===== src/rtl/ni_pkg.sv =====
// ----------------------------------------------------------------------------
// ni_pkg
// Shared definitions for the network-interface flit packetizer/depacketizer:
// flit field widths, flit type codes, receive FSM state encoding and a helper
// that sizes the per-packet word address from the maximum body length.
// ----------------------------------------------------------------------------
package ni_pkg;

    localparam int FLIT_W    = 18;
    localparam int PAYLOAD_W = 16;
    localparam int ADDR_W    = 8;

    // Flit type field, flit[17:16]
    localparam logic [1:0] FLIT_IDLE = 2'b00;
    localparam logic [1:0] FLIT_HEAD = 2'b01;
    localparam logic [1:0] FLIT_BODY = 2'b10;
    localparam logic [1:0] FLIT_TAIL = 2'b11;

    typedef enum logic [1:0] {
        ST_IDLE  = 2'd0,
        ST_BODY  = 2'd1,
        ST_FLUSH = 2'd2,
        ST_DROP  = 2'd3
    } rx_state_e;

    // Width of a 0-based index into a packet of up to max_body words.
    // Never returns 0 so a degenerate MAX_BODY=1 still yields a legal vector.
    function automatic int word_addr_w(input int max_body);
        return (max_body > 1) ? $clog2(max_body) : 1;
    endfunction

endpackage


===== src/rtl/ni_flit_depacketizer_if.sv =====
// ----------------------------------------------------------------------------
// ni_flit_depacketizer_if
// Bundles the two streaming channels of the receive NI:
//   flit channel : flit_in[17:0], flit_valid  -> ; <- flit_ready
//   word channel : data_out[15:0], word_addr, data_valid -> ; <- data_ready
// modport slave  : the depacketizer (consumes flits, produces words)
// modport master : the environment (router side + SRAM write side)
// ----------------------------------------------------------------------------
interface ni_flit_depacketizer_if #(
    parameter int MAX_BODY = 16
);
    localparam int AW = ni_pkg::word_addr_w(MAX_BODY);

    logic [ni_pkg::FLIT_W-1:0]    flit_in;
    logic                         flit_valid;
    logic                         flit_ready;
    logic [ni_pkg::PAYLOAD_W-1:0] data_out;
    logic [AW-1:0]                word_addr;
    logic                         data_valid;
    logic                         data_ready;

    modport slave (
        input  flit_in, flit_valid, data_ready,
        output flit_ready, data_out, word_addr, data_valid
    );

    modport master (
        output flit_in, flit_valid, data_ready,
        input  flit_ready, data_out, word_addr, data_valid
    );

endinterface


===== src/rtl/ni_out_slot.sv =====
// ----------------------------------------------------------------------------
// ni_out_slot
// Single-entry valid/ready holding register.
//   clk, reset     : clock, asynchronous active-low reset
//   load/load_data : write a new entry (caller only loads when free=1)
//   ready          : downstream accepts the entry when valid && ready
//   valid/data     : held entry, stable until accepted
//   free           : slot can take a load this cycle (empty or draining)
// A load and a drain in the same cycle replace the entry and keep valid high.
// ----------------------------------------------------------------------------
module ni_out_slot #(
    parameter int W = 16
) (
    input  logic         clk,
    input  logic         reset,
    input  logic         load,
    input  logic [W-1:0] load_data,
    input  logic         ready,
    output logic         valid,
    output logic [W-1:0] data,
    output logic         free
);

    logic         valid_q, valid_d;
    logic [W-1:0] data_q, data_d;

    always_comb begin
        valid_d = valid_q;
        data_d  = data_q;
        if (load) begin
            valid_d = 1'b1;
            data_d  = load_data;
        end else if (ready) begin
            valid_d = 1'b0;
        end
    end

    always_ff @(posedge clk or negedge reset) begin
        if (!reset) begin
            valid_q <= 1'b0;
            data_q  <= '0;
        end else begin
            valid_q <= valid_d;
            data_q  <= data_d;
        end
    end

    assign valid = valid_q;
    assign data  = data_q;
    assign free  = !valid_q || ready;

endmodule


===== src/rtl/ni_flit_depacketizer.sv =====
// ----------------------------------------------------------------------------
// ni_flit_depacketizer
// Receive-side NI: strips the head flit, filters on destination address,
// delivers body payloads as indexed 16-bit words and verifies the XOR
// checksum carried in the tail.
//   clk, reset : clock, asynchronous active-low reset
//   bus        : flit channel in, word channel out (ni_flit_depacketizer_if)
//   src_addr   : source of the current/last accepted head
//   packet_end : one-cycle pulse once the last word of a good packet is taken
//   pkt_len    : body word count, valid with packet_end
//   csum_err   : tail checksum mismatch, valid with packet_end
//   proto_err  : one-cycle pulse on an out-of-place flit or body overflow
// ----------------------------------------------------------------------------
module ni_flit_depacketizer
    import ni_pkg::*;
#(
    parameter logic [ADDR_W-1:0] NODE_ADDR = 8'h00,
    parameter int                MAX_BODY  = 16
) (
    input  logic                          clk,
    input  logic                          reset,
    ni_flit_depacketizer_if.slave         bus,
    output logic [ADDR_W-1:0]             src_addr,
    output logic                          packet_end,
    output logic [word_addr_w(MAX_BODY):0] pkt_len,
    output logic                          csum_err,
    output logic                          proto_err
);

    localparam int AW = word_addr_w(MAX_BODY);
    localparam int CW = AW + 1;
    localparam logic [CW-1:0] CNT_MAX = CW'(MAX_BODY);

    rx_state_e              state_q, state_d;
    logic [CW-1:0]          cnt_q, cnt_d;
    logic [PAYLOAD_W-1:0]   csum_q, csum_d;
    logic                   csum_err_r_q, csum_err_r_d;
    logic [ADDR_W-1:0]      src_addr_q, src_addr_d;
    logic                   packet_end_q, packet_end_d;
    logic [CW-1:0]          pkt_len_q, pkt_len_d;
    logic                   csum_err_q, csum_err_d;
    logic                   proto_err_q, proto_err_d;

    logic [1:0]             flit_type;
    logic [PAYLOAD_W-1:0]   payload;
    logic                   ready_c;
    logic                   flit_ready_c;
    logic                   flit_acc;
    logic                   head_seen;
    logic                   slot_load;
    logic                   slot_valid;
    logic                   slot_free;
    logic [PAYLOAD_W+AW-1:0] slot_in;
    logic [PAYLOAD_W+AW-1:0] slot_out;

    assign flit_type = bus.flit_in[FLIT_W-1 -: 2];
    assign payload   = bus.flit_in[PAYLOAD_W-1:0];

    ni_out_slot #(
        .W(PAYLOAD_W + AW)
    ) u_slot (
        .clk       (clk),
        .reset     (reset),
        .load      (slot_load),
        .load_data (slot_in),
        .ready     (bus.data_ready),
        .valid     (slot_valid),
        .data      (slot_out),
        .free      (slot_free)
    );

    always_comb begin
        state_d      = state_q;
        cnt_d        = cnt_q;
        csum_d       = csum_q;
        csum_err_r_d = csum_err_r_q;
        src_addr_d   = src_addr_q;
        packet_end_d = 1'b0;
        pkt_len_d    = pkt_len_q;
        csum_err_d   = csum_err_q;
        proto_err_d  = 1'b0;
        slot_load    = 1'b0;
        slot_in      = {cnt_q[AW-1:0], payload};
        head_seen    = 1'b0;

        case (state_q)
            ST_IDLE:  ready_c = 1'b1;
            ST_BODY:  ready_c = slot_free;
            ST_DROP:  ready_c = 1'b1;
            default:  ready_c = 1'b0;
        endcase
        // Hold off the router while reset is asserted.
        flit_ready_c = ready_c && reset;
        flit_acc     = bus.flit_valid && flit_ready_c;

        case (state_q)
            ST_IDLE: begin
                if (flit_acc) begin
                    if (flit_type == FLIT_HEAD) begin
                        head_seen = 1'b1;
                    end else if (flit_type != FLIT_IDLE) begin
                        proto_err_d = 1'b1;
                    end
                end
            end
            ST_BODY: begin
                if (flit_acc) begin
                    case (flit_type)
                        FLIT_HEAD: begin
                            // Abandon the open packet; the head is re-evaluated below.
                            proto_err_d = 1'b1;
                            head_seen   = 1'b1;
                        end
                        FLIT_BODY: begin
                            if (cnt_q < CNT_MAX) begin
                                slot_load = 1'b1;
                                cnt_d     = cnt_q + CW'(1);
                                csum_d    = csum_q ^ payload;
                            end else begin
                                proto_err_d = 1'b1;
                                state_d     = ST_DROP;
                            end
                        end
                        FLIT_TAIL: begin
                            csum_err_r_d = (csum_q != payload);
                            state_d      = ST_FLUSH;
                        end
                        default: ;
                    endcase
                end
            end
            ST_FLUSH: begin
                // Two-phase: raise packet_end once the slot empties, then
                // return to IDLE while packet_end is visible, so the next
                // head is taken the cycle after the pulse.
                if (packet_end_q) begin
                    state_d = ST_IDLE;
                end else if (slot_free) begin
                    packet_end_d = 1'b1;
                    pkt_len_d    = cnt_q;
                    csum_err_d   = csum_err_r_q;
                end
            end
            ST_DROP: begin
                if (flit_acc) begin
                    if (flit_type == FLIT_HEAD) begin
                        proto_err_d = 1'b1;
                        head_seen   = 1'b1;
                    end else if (flit_type == FLIT_TAIL) begin
                        state_d = ST_IDLE;
                    end
                end
            end
            default: state_d = ST_IDLE;
        endcase

        if (head_seen) begin
            src_addr_d = payload[ADDR_W-1:0];
            if (payload[PAYLOAD_W-1:ADDR_W] == NODE_ADDR) begin
                state_d = ST_BODY;
                cnt_d   = '0;
                csum_d  = '0;
            end else begin
                state_d = ST_DROP;
            end
        end
    end

    always_ff @(posedge clk or negedge reset) begin
        if (!reset) begin
            state_q      <= ST_IDLE;
            cnt_q        <= '0;
            csum_q       <= '0;
            csum_err_r_q <= 1'b0;
            src_addr_q   <= '0;
            packet_end_q <= 1'b0;
            pkt_len_q    <= '0;
            csum_err_q   <= 1'b0;
            proto_err_q  <= 1'b0;
        end else begin
            state_q      <= state_d;
            cnt_q        <= cnt_d;
            csum_q       <= csum_d;
            csum_err_r_q <= csum_err_r_d;
            src_addr_q   <= src_addr_d;
            packet_end_q <= packet_end_d;
            pkt_len_q    <= pkt_len_d;
            csum_err_q   <= csum_err_d;
            proto_err_q  <= proto_err_d;
        end
    end

    assign bus.flit_ready = flit_ready_c;
    assign bus.data_valid = slot_valid;
    assign bus.data_out   = slot_out[PAYLOAD_W-1:0];
    assign bus.word_addr  = slot_out[PAYLOAD_W +: AW];
    assign src_addr       = src_addr_q;
    assign packet_end     = packet_end_q;
    assign pkt_len        = pkt_len_q;
    assign csum_err       = csum_err_q;
    assign proto_err      = proto_err_q;

endmodule


===== src/flat_wrapper.sv =====
// flat-port wrapper written by rule: the top's interface ports become plain ports
module ni_flit_depacketizer_flat import ni_pkg::*;
#(
    parameter logic [ADDR_W-1:0] NODE_ADDR = 8'h00,
    parameter int                MAX_BODY  = 16
)
  (clk, reset, src_addr, packet_end, pkt_len, csum_err, proto_err, bus_flit_in, bus_flit_valid, bus_data_ready, bus_flit_ready, bus_data_out, bus_word_addr, bus_data_valid);
  ni_flit_depacketizer_if #(.MAX_BODY(MAX_BODY)) bus_i ();
  input  logic clk;
  input  logic reset;
  output logic [ADDR_W-1:0] src_addr;
  output logic packet_end;
  output logic [word_addr_w(MAX_BODY):0] pkt_len;
  output logic csum_err;
  output logic proto_err;
  input wire logic [$bits(bus_i.flit_in)-1:0] bus_flit_in;
  input wire logic [$bits(bus_i.flit_valid)-1:0] bus_flit_valid;
  input wire logic [$bits(bus_i.data_ready)-1:0] bus_data_ready;
  output wire logic [$bits(bus_i.flit_ready)-1:0] bus_flit_ready;
  output wire logic [$bits(bus_i.data_out)-1:0] bus_data_out;
  output wire logic [$bits(bus_i.word_addr)-1:0] bus_word_addr;
  output wire logic [$bits(bus_i.data_valid)-1:0] bus_data_valid;
  assign bus_i.flit_in = bus_flit_in;
  assign bus_i.flit_valid = bus_flit_valid;
  assign bus_i.data_ready = bus_data_ready;
  assign bus_flit_ready = bus_i.flit_ready;
  assign bus_data_out = bus_i.data_out;
  assign bus_word_addr = bus_i.word_addr;
  assign bus_data_valid = bus_i.data_valid;
  ni_flit_depacketizer #(.NODE_ADDR(NODE_ADDR), .MAX_BODY(MAX_BODY)) u_core (.clk(clk), .reset(reset), .bus(bus_i), .src_addr(src_addr), .packet_end(packet_end), .pkt_len(pkt_len), .csum_err(csum_err), .proto_err(proto_err));
endmodule

===== config.mk =====
export PLATFORM = sky130hd
export DESIGN_NAME = ni_flit_depacketizer_flat
export DESIGN_NICKNAME = d
export VERILOG_FILES = /design/src/rtl/ni_pkg.sv /design/src/rtl/ni_flit_depacketizer_if.sv /design/src/rtl/ni_out_slot.sv /design/src/rtl/ni_flit_depacketizer.sv /design/src/flat_wrapper.sv
export SDC_FILE = /design/constraint.sdc
export NUM_CORES = 1
export LEC_CHECK = 0
export ABC_AREA = 1
export ABC_CLOCK_PERIOD_IN_PS = 3500
export CAP_MARGIN = 30
export CORE_MARGIN = 2
export CORE_UTILIZATION = 30
export DETAILED_ROUTE_END_ITERATION = 10
export PLACE_DENSITY = 0.52
export SLEW_MARGIN = 30
export SYNTH_ARGS = -nofsm -noshare
export SYNTH_HDL_FRONTEND = slang
export SYNTH_SLANG_ARGS = --single-unit

===== constraint.sdc =====
create_clock -name clk -period 3.5 [get_ports clk]
set_input_delay 0.7 -clock clk [delete_from_list [all_inputs] [get_ports clk]]
set_output_delay 0.7 -clock clk [all_outputs]
set_load 0.01 [all_outputs]

==> run_summary.xml, run 1 <==
<?xml version="1.0" encoding="UTF-8"?>
<metrics>
  <group name="die">
    <metric name="fp-row-count" unit="">36</metric>
    <metric name="floorplan.die_area" unit="um^2">10800</metric>
    <metric name="floorplan.io_pins" unit="">60</metric>
    <metric name="die-height" unit="um">104</metric>
    <metric name="core" unit="um^2">9730</metric>
    <metric name="chipWidth" unit="um">104</metric>
    <metric name="starting_density" unit="%">30.7</metric>
  </group>
  <group name="placement">
    <metric name="post_dp_cell_area" unit="um^2">3690</metric>
    <metric name="dpl.hpwl" unit="mm">4.65</metric>
    <metric name="place_ws" unit="ps">620</metric>
    <metric name="weighted_congestion_at_the_end_of_routability_driven_global_placement" unit="">0.742</metric>
    <metric name="io_buffer_count" unit="">59</metric>
  </group>
  <group name="drt">
    <metric name="detail_route.drc_violations" unit="">0</metric>
    <metric name="routed_via_density" unit="">4.42</metric>
    <metric name="drt_iter0_drc" unit="">103</metric>
    <metric name="drt.antenna.violating_nets" unit="">0</metric>
    <metric name="avgRoutedWirePerCell" unit="um">12.1</metric>
    <metric name="finalWirelength" unit="mm">6.79</metric>
    <metric name="drtPass1Iterations" unit="">4</metric>
    <metric name="number_of_vias_in_the_routed_layout" unit="">2481</metric>
  </group>
  <group name="synthesis">
    <metric name="dominant_combinational_cell_family_by_area_after_synthesis" unit="">simple AND/OR/NAND/NOR gates</metric>
    <metric name="ys_seq_elements" unit="">61</metric>
    <metric name="synth_seq_area_share" unit="%">51.2</metric>
    <metric name="synth_edf_count" unit="">0</metric>
    <metric name="post_synth_and_or_nand_nor_area_fraction" unit="%">28.5</metric>
    <metric name="netlist-cell-type-count" unit="">24</metric>
    <metric name="synthesis.area" unit="um^2">2980</metric>
    <metric name="synth_xor_xnor_area_share" unit="%">4.70</metric>
    <metric name="syn-instance-count" unit="">360</metric>
    <metric name="yosys.cell_count.top_type" unit="">sky130_fd_sc_hd__nand2_1</metric>
    <metric name="yosysTopAreaCellShare" unit="%">51.2</metric>
    <metric name="async_set_reset_flop_share_out_of_synthesis" unit="%">100</metric>
    <metric name="synth_commonest_cells" unit="">sky130_fd_sc_hd__nand2_1 (128), sky130_fd_sc_hd__dfrtp_1 (61), sky130_fd_sc_hd__nor2_1 (37)</metric>
    <metric name="synth.largest_area_cell" unit="">sky130_fd_sc_hd__dfrtp_1</metric>
    <metric name="synth-adder-area-share" unit="%">3.77</metric>
    <metric name="cell_types_with_the_largest_area_share_after_synthesis" unit="">sky130_fd_sc_hd__dfrtp_1 (51%), sky130_fd_sc_hd__nand2_1 (16%), sky130_fd_sc_hd__xnor2_1 (4.7%)</metric>
    <metric name="synthesis.area_per_instance" unit="um^2">8.29</metric>
    <metric name="synth_warnings" unit="">0</metric>
    <metric name="syn-num-nets" unit="">391</metric>
    <metric name="synth_mux_area_share" unit="%">0</metric>
    <metric name="synth_compound_gate_area_share" unit="%">6.33</metric>
    <metric name="synth_top_flop_cell" unit="">sky130_fd_sc_hd__dfrtp_1</metric>
  </group>
  <group name="setup_path">
    <metric name="critical_path_peak_fanout" unit="">3</metric>
    <metric name="type_of_origin_of_the_critical_path" unit="">input port</metric>
    <metric name="worst-endpoint-arrival" unit="ps">2170</metric>
    <metric name="critical_path_required" unit="ps">2800</metric>
    <metric name="end_kind" unit="">output port</metric>
    <metric name="setup.worst_path.class" unit="">in -&gt; out</metric>
  </group>
  <group name="global_routing">
    <metric name="global_route_wire_length_before_repair" unit="mm">11.6</metric>
    <metric name="grt_antenna_before_repair" unit="">0</metric>
    <metric name="grt_use_total" unit="%">13.4</metric>
    <metric name="gr-total-overflow" unit="">0</metric>
    <metric name="first_global_vias" unit="">2480</metric>
    <metric name="grt_start_max_net_pins" unit="">62</metric>
  </group>
  <group name="final_layout">
    <metric name="antenna-diode-count" unit="">0</metric>
    <metric name="design.final.nets" unit="">454</metric>
    <metric name="synth_to_final_area_change" unit="%">29.6</metric>
    <metric name="post_route_utilization" unit="%">39.8</metric>
    <metric name="postLayoutCellArea" unit="um^2">3870</metric>
    <metric name="layout-drive-gt1-share" unit="%">6.54</metric>
  </group>
  <group name="sta">
    <metric name="report.final.setup_viol" unit="">0</metric>
    <metric name="post-route-min-period" unit="ps">2870</metric>
    <metric name="fin_setup_tns" unit="ps">0</metric>
    <metric name="rsz0062_at_grt" unit="">false</metric>
    <metric name="final_critical_path_setup_slack" unit="ps">632</metric>
    <metric name="timing_max_transition_violations_final" unit="">0</metric>
    <metric name="period_share" unit="%">81.9</metric>
    <metric name="skew" unit="ps">6.55</metric>
    <metric name="timing_hold_violations_final" unit="">0</metric>
    <metric name="timing.fmax" unit="GHz">0.349</metric>
    <metric name="worstMarginPinSlew" unit="ps">796</metric>
    <metric name="slew-limit-headroom" unit="%">46.9</metric>
  </group>
  <group name="pwr">
    <metric name="leak" unit="nW">1.93</metric>
    <metric name="power.ir.vdd_worst" unit="V">0.000230</metric>
    <metric name="power_per_cell_area" unit="nW/um^2">668</metric>
  </group>
  <group name="clocking">
    <metric name="numCtsBuffers" unit="">9</metric>
    <metric name="clkSlewWorstSetupHoldPaths" unit="ps">70</metric>
    <metric name="cts_hold_buf" unit="">0</metric>
    <metric name="cts_tree" unit="">built</metric>
    <metric name="clock_path_buffers" unit="">2</metric>
    <metric name="clock_tree.root_cell" unit="">sky130_fd_sc_hd__clkbuf_8</metric>
    <metric name="cts-htree-levels" unit="">3</metric>
    <metric name="clkSinkCount" unit="">61</metric>
    <metric name="clock_latency" unit="ps">340</metric>
    <metric name="post_cts_resized" unit="">0</metric>
    <metric name="post-cts-setup-buffers" unit="">0</metric>
  </group>
  <group name="min_path">
    <metric name="hold_path.class" unit="">reg -&gt; reg</metric>
  </group>
  <group name="outcome">
    <metric name="run_status" unit="">finished, final reports clean</metric>
  </group>
  <group name="flow_run">
    <metric name="max-cap-violations" unit="">0</metric>
  </group>
</metrics>
==> through the flow <==
step / hold WS, ps / instances / total power, W
after floorplan: 404 / 360 / 0.00160
after global placement: 457 / 545 / 0.00203
after detailed placement: 458 / 545 / 0.00204
after CTS: 476 / 561 / 0.00262
after global routing: 509 / 561 / 0.00279
final: 470 / 561 / 0.00258
==> flip-flops by register name (all words and copies together), names as in the netlist <==
register             flops
u_core.u_slot.data      20
u_core.csum_q           16
u_core.src_addr          8
u_core.cnt_q             5
u_core.pkt_len           5
u_core.state_q           2
u_core.csum_err          1
u_core.csum_err_r_q      1
u_core.packet_end        1
u_core.proto_err         1
u_core.u_slot.valid      1
==> layer usage <==
| layer | vias up | GRT usage (%) | share of wire, % |
|---|---|---|---|
| li1 | 1267 | - | - |
| met1 | 1158 | 17.2 | 49 |
| met2 | 45 | 21.3 | 46 |
| met3 | 11 | 3.78 | 3.9 |
| met4 | 0 | 5.21 | 1.4 |
| met5 | - | 0 | 0 |
==> power breakdown <==
group	internal, W	total (W)	leakage (nW)	switching [W]
sequential	0.000917	0.00106	0.807	0.000145
clock	0.000292	0.000568	0.0921	0.000276
combinational	0.000482	0.000954	1.03	0.000472
total	0.00169	0.00258	1.93	0.000892
==> critical path, stage by stage <==
cell and delay (ps):
sky130_fd_sc_hd__clkdlybuf4s50_1 450, sky130_fd_sc_hd__inv_1 40, sky130_fd_sc_hd__nand2_1 120, sky130_fd_sc_hd__nand2_1 80, sky130_fd_sc_hd__nand2_2 110, sky130_fd_sc_hd__nand2_1 60, sky130_fd_sc_hd__nor2_1 80, sky130_fd_sc_hd__clkdlybuf4s50_1 530
==> placed cells by master, fill, tap and decap left out <==
cell type                           n
sky130_fd_sc_hd__nand4_1            7
sky130_fd_sc_hd__dfrtp_1           61
sky130_fd_sc_hd__clkinv_2           3
sky130_fd_sc_hd__clkinvlp_4         1
sky130_fd_sc_hd__nand2_1          128
sky130_fd_sc_hd__nand3_4            1
sky130_fd_sc_hd__o21a_1             2
sky130_fd_sc_hd__buf_2              1
sky130_fd_sc_hd__o31ai_1            1
sky130_fd_sc_hd__a21oi_1           21
sky130_fd_sc_hd__clkbuf_8          11
sky130_fd_sc_hd__inv_1             21
sky130_fd_sc_hd__nand2_2            1
sky130_fd_sc_hd__xnor2_1           16
sky130_fd_sc_hd__a31oi_1            1
sky130_fd_sc_hd__clkbuf_1           1
sky130_fd_sc_hd__buf_4              4
sky130_fd_sc_hd__nor3_1             2
sky130_fd_sc_hd__nand3_1           24
sky130_fd_sc_hd__ha_1               9
sky130_fd_sc_hd__o21ai_1            4
sky130_fd_sc_hd__nor2_2             2
sky130_fd_sc_hd__nor2_8             1
sky130_fd_sc_hd__inv_2              3
sky130_fd_sc_hd__clkdlybuf4s50_1   58
sky130_fd_sc_hd__nor2_1            37
sky130_fd_sc_hd__o21ai_0            7
==> final cells by class <==
cell class | instances | area [um^2]
clock buffers | 12 | 155
clock inverters | 4 | 22.5
inverters | 24 | 90.1
repair buffers | 63 | 616
well taps | 133 | 166
fillers | 1058 | 5860
flip-flops and latches | 61 | 1530
multi-input cells | 264 | 1290
==> cell families after synthesis <==
family          count (synthesis)
buf+inv                        35
compound gates                 36
simple gates                  203
xor+xnor                       16
flops                          61
fa+ha+maj                       9
==> final timing paths <==
path | from | endpoint | slack [ps] | cells past startpoint
worst max-delay path | bus_data_ready | bus_flit_ready | 630 | 8
worst min-delay path | u_core.u_slot.data[10]$_DFFE_PN0P_ | u_core.u_slot.data[10]$_DFFE_PN0P_ | 470 | 2
worst max register to register | u_core.state_q[1]$_DFFE_PN0P_ | u_core.u_slot.data[16]$_DFFE_PN0P_ | 1440 | 9
worst min register to register | u_core.u_slot.data[10]$_DFFE_PN0P_ | u_core.u_slot.data[10]$_DFFE_PN0P_ | 470 | 2
max in group asynchronous | reset | u_core.state_q[0]$_DFFE_PN0P_ | 2410 | 2
min in group asynchronous | reset | u_core.u_slot.data[15]$_DFFE_PN0P_ | 570 | 2
Note: power is estimated with default switching activity, not from simulation.
==> inputs of run 2 (changes only) <==
ABC_CLOCK_PERIOD_IN_PS = 3000   (was 3500)
clock period = 3 ns   (was 3.5 ns; I/O delays follow)
==> run 2 against run 1 <==
Against the previous run:
- combinational power increased by 17%
- die area did not move
- wire length up 0.93%
- sequential cell count stayed put
- register-to-register slack got worse by 500 ps
- largest cell class unchanged
- largest power group unchanged
==> run_summary.xml, run 2 (synthesis results as in run 1) <==
<?xml version="1.0" encoding="UTF-8"?>
<metrics>
  <group name="final_layout">
    <metric name="final_cell_mix" unit="">sky130_fd_sc_hd__nand2_1 (128), sky130_fd_sc_hd__dfrtp_1 (61), sky130_fd_sc_hd__clkdlybuf4s50_1 (58)</metric>
    <metric name="layout_commonest_cell" unit="">sky130_fd_sc_hd__nand2_1</metric>
    <metric name="layout-drive-gt1-share" unit="%">6.31</metric>
    <metric name="synth_to_final_area_change" unit="%">31.2</metric>
    <metric name="post_route_utilization" unit="%">40.3</metric>
    <metric name="design.final.nets" unit="">454</metric>
    <metric name="largest_reg_flops" unit="">20</metric>
    <metric name="antenna-diode-count" unit="">0</metric>
    <metric name="final_cells" unit="">561</metric>
  </group>
  <group name="setup_path">
    <metric name="setup.worst_path.class" unit="">reg -&gt; out</metric>
    <metric name="ff2ff_path_depth" unit="">9</metric>
    <metric name="crit_path_cell_trace" unit="">inv_1 &gt; ha_1 &gt; nand2_1 &gt; nand2_2 &gt; nand2_1 &gt; nor2_1 &gt; clkdlybuf4s50_1</metric>
    <metric name="end_kind" unit="">output port</metric>
    <metric name="timing.critical_path.slowest_cell_delay" unit="ps">530</metric>
    <metric name="crit_path_top_delay_cell" unit="">sky130_fd_sc_hd__clkdlybuf4s50_1</metric>
    <metric name="path_common_cell" unit="">sky130_fd_sc_hd__nand2_1</metric>
    <metric name="r2r_start" unit="">u_core.state_q[1]$_DFFE_PN0P_</metric>
    <metric name="reg2reg_setup_slack" unit="ps">940</metric>
    <metric name="critical_path_required" unit="ps">2400</metric>
    <metric name="worst-endpoint-arrival" unit="ps">2080</metric>
    <metric name="type_of_origin_of_the_critical_path" unit="">flop</metric>
    <metric name="timing.rr.end" unit="">u_core.cnt_q[0]$_DFF_PN0_</metric>
    <metric name="critical_path_peak_fanout" unit="">9</metric>
  </group>
  <group name="placement">
    <metric name="io_buffer_count" unit="">59</metric>
    <metric name="dpl.hpwl" unit="mm">4.73</metric>
    <metric name="placed_cells" unit="">545</metric>
    <metric name="place_ws" unit="ps">309</metric>
    <metric name="weighted_congestion_at_the_end_of_routability_driven_global_placement" unit="">0.754</metric>
  </group>
  <group name="pwr">
    <metric name="leak" unit="nW">1.94</metric>
    <metric name="power_per_cell_area" unit="nW/um^2">816</metric>
    <metric name="power.ir.vdd_worst" unit="V">0.000253</metric>
  </group>
  <group name="sta">
    <metric name="slew-limit-headroom" unit="%">47.1</metric>
    <metric name="skew" unit="ps">8.21</metric>
    <metric name="worst_hold_slack" unit="ps">471</metric>
    <metric name="timing_max_transition_violations_final" unit="">0</metric>
    <metric name="final_critical_path_setup_slack" unit="ps">317</metric>
    <metric name="rsz0062_at_grt" unit="">false</metric>
    <metric name="worstMarginPinSlew" unit="ps">793</metric>
    <metric name="timing.fmax" unit="GHz">0.373</metric>
    <metric name="report.final.setup_viol" unit="">0</metric>
    <metric name="fin_setup_tns" unit="ps">0</metric>
    <metric name="timing_hold_violations_final" unit="">0</metric>
    <metric name="period_share" unit="%">89.4</metric>
    <metric name="post-route-min-period" unit="ps">2680</metric>
  </group>
  <group name="global_routing">
    <metric name="grt_use_total" unit="%">13.5</metric>
    <metric name="gr-total-overflow" unit="">0</metric>
    <metric name="grt_start_max_net_pins" unit="">62</metric>
    <metric name="first_global_vias" unit="">2459</metric>
    <metric name="grt_antenna_before_repair" unit="">0</metric>
    <metric name="global_route_wire_length_before_repair" unit="mm">11.8</metric>
  </group>
  <group name="clocking">
    <metric name="clock_path_buffers" unit="">2</metric>
    <metric name="cts_hold_buf" unit="">0</metric>
    <metric name="clkSinkCount" unit="">61</metric>
    <metric name="clock_latency" unit="ps">330</metric>
    <metric name="clock_tree.root_cell" unit="">sky130_fd_sc_hd__clkbuf_8</metric>
    <metric name="numCtsBuffers" unit="">9</metric>
    <metric name="clkSlewWorstSetupHoldPaths" unit="ps">70</metric>
    <metric name="cts_tree" unit="">built</metric>
    <metric name="post_cts_resized" unit="">0</metric>
    <metric name="post-cts-setup-buffers" unit="">0</metric>
    <metric name="cts-htree-levels" unit="">3</metric>
  </group>
  <group name="drt">
    <metric name="drtPass1Iterations" unit="">4</metric>
    <metric name="drt_iter0_drc" unit="">142</metric>
    <metric name="routed_via_density" unit="">4.43</metric>
    <metric name="finalWirelength" unit="mm">6.86</metric>
    <metric name="avgRoutedWirePerCell" unit="um">12.2</metric>
    <metric name="detail_route.drc_violations" unit="">0</metric>
    <metric name="number_of_vias_in_the_routed_layout" unit="">2487</metric>
    <metric name="drt.antenna.violating_nets" unit="">0</metric>
  </group>
  <group name="min_path">
    <metric name="hold_path_depth" unit="">2</metric>
    <metric name="hold_path.class" unit="">reg -&gt; reg</metric>
    <metric name="min_to" unit="">u_core.u_slot.data[10]$_DFFE_PN0P_</metric>
    <metric name="hold_path_startpoint" unit="">u_core.u_slot.data[10]$_DFFE_PN0P_</metric>
  </group>
  <group name="die">
    <metric name="core" unit="um^2">9730</metric>
    <metric name="starting_density" unit="%">30.7</metric>
    <metric name="chipWidth" unit="um">104</metric>
    <metric name="floorplan.io_pins" unit="">60</metric>
    <metric name="floorplan.die_area" unit="um^2">10800</metric>
    <metric name="die-height" unit="um">104</metric>
    <metric name="fp-row-count" unit="">36</metric>
  </group>
  <group name="flow_run">
    <metric name="max-cap-violations" unit="">0</metric>
  </group>
  <group name="outcome">
    <metric name="run_status" unit="">finished, final reports clean</metric>
  </group>
</metrics>
run 2: changes by cell type in the layout (fill, tap and decap cells not counted):
| cell | previous run | this run |
|---|---|---|
| sky130_fd_sc_hd__clkinv_2 | 3 | 0 |
| sky130_fd_sc_hd__bufinv_16 | 0 | 2 |
| sky130_fd_sc_hd__clkbuf_1 | 1 | 2 |
run 2: how the worst max path moves through the flow:
| stage | from | end | slack (ps) | depth (start not counted) |
|---|---|---|---|---|
| finish | u_core.state_q[1]$_DFFE_PN0P_ | bus_flit_ready | 320 | 7 |
| global placement | bus_data_ready | bus_flit_ready | 330 | 8 |
| floorplan | bus_flit_in[16] | u_core.u_slot.data[10]$_DFFE_PN0P_ | 1300 | 10 |
| detailed placement | bus_data_ready | bus_flit_ready | 310 | 8 |
| CTS | u_core.state_q[1]$_DFFE_PN0P_ | bus_flit_ready | 290 | 7 |
| global route | u_core.state_q[1]$_DFFE_PN0P_ | bus_flit_ready | 160 | 7 |
run 2: cell type report:
class / instances / area [um^2]
Timing Repair Buffer: 63 / 616
Clock buffer: 13 / 159
Sequential cell: 61 / 1530
Multi-Input combinational cell: 264 / 1290
Inverter: 24 / 90.1
Clock inverter: 3 / 67.6
Fill cell: 1028 / 5810
Tap cell: 133 / 166
run 2: worst max-delay path: cells and delay by family (launching register included):
| kind | cells | cell delay, ps |
|---|---|---|
| adder cells (fa/ha/maj) | 1 | 360 |
| flip-flops | 1 | 410 |
| AND/OR/NAND/NOR | 4 | 350 |
| buffers and inverters | 2 | 620 |
run 2: where the power goes:
group / leakage [nW] / total, W / internal (W) / switching [W]
clock network: 0.110 / 0.000838 / 0.000514 / 0.000323
logic: 1.03 / 0.00112 / 0.000563 / 0.000555
registers: 0.807 / 0.00124 / 0.00107 / 0.000168
run 2: layer usage:
metal	vias to the layer above	part of all wire [%]	GRT usage, %
li1	1270	-	-
met1	1162	48	17.4
met2	50	46	21.7
met3	5	4.2	4.15
met4	0	0.95	4.34
met5	-	0	0
run 2: stage by stage:
stage | cell area, um^2 | power [W]
2_1_floorplan | 2980 | 0.00187
3_3_place_gp | 3690 | 0.00236
3_5_place_dp | 3690 | 0.00238
4_1_cts | 3920 | 0.00324
5_1_grt | 3920 | 0.00344
6_report | 3920 | 0.00319
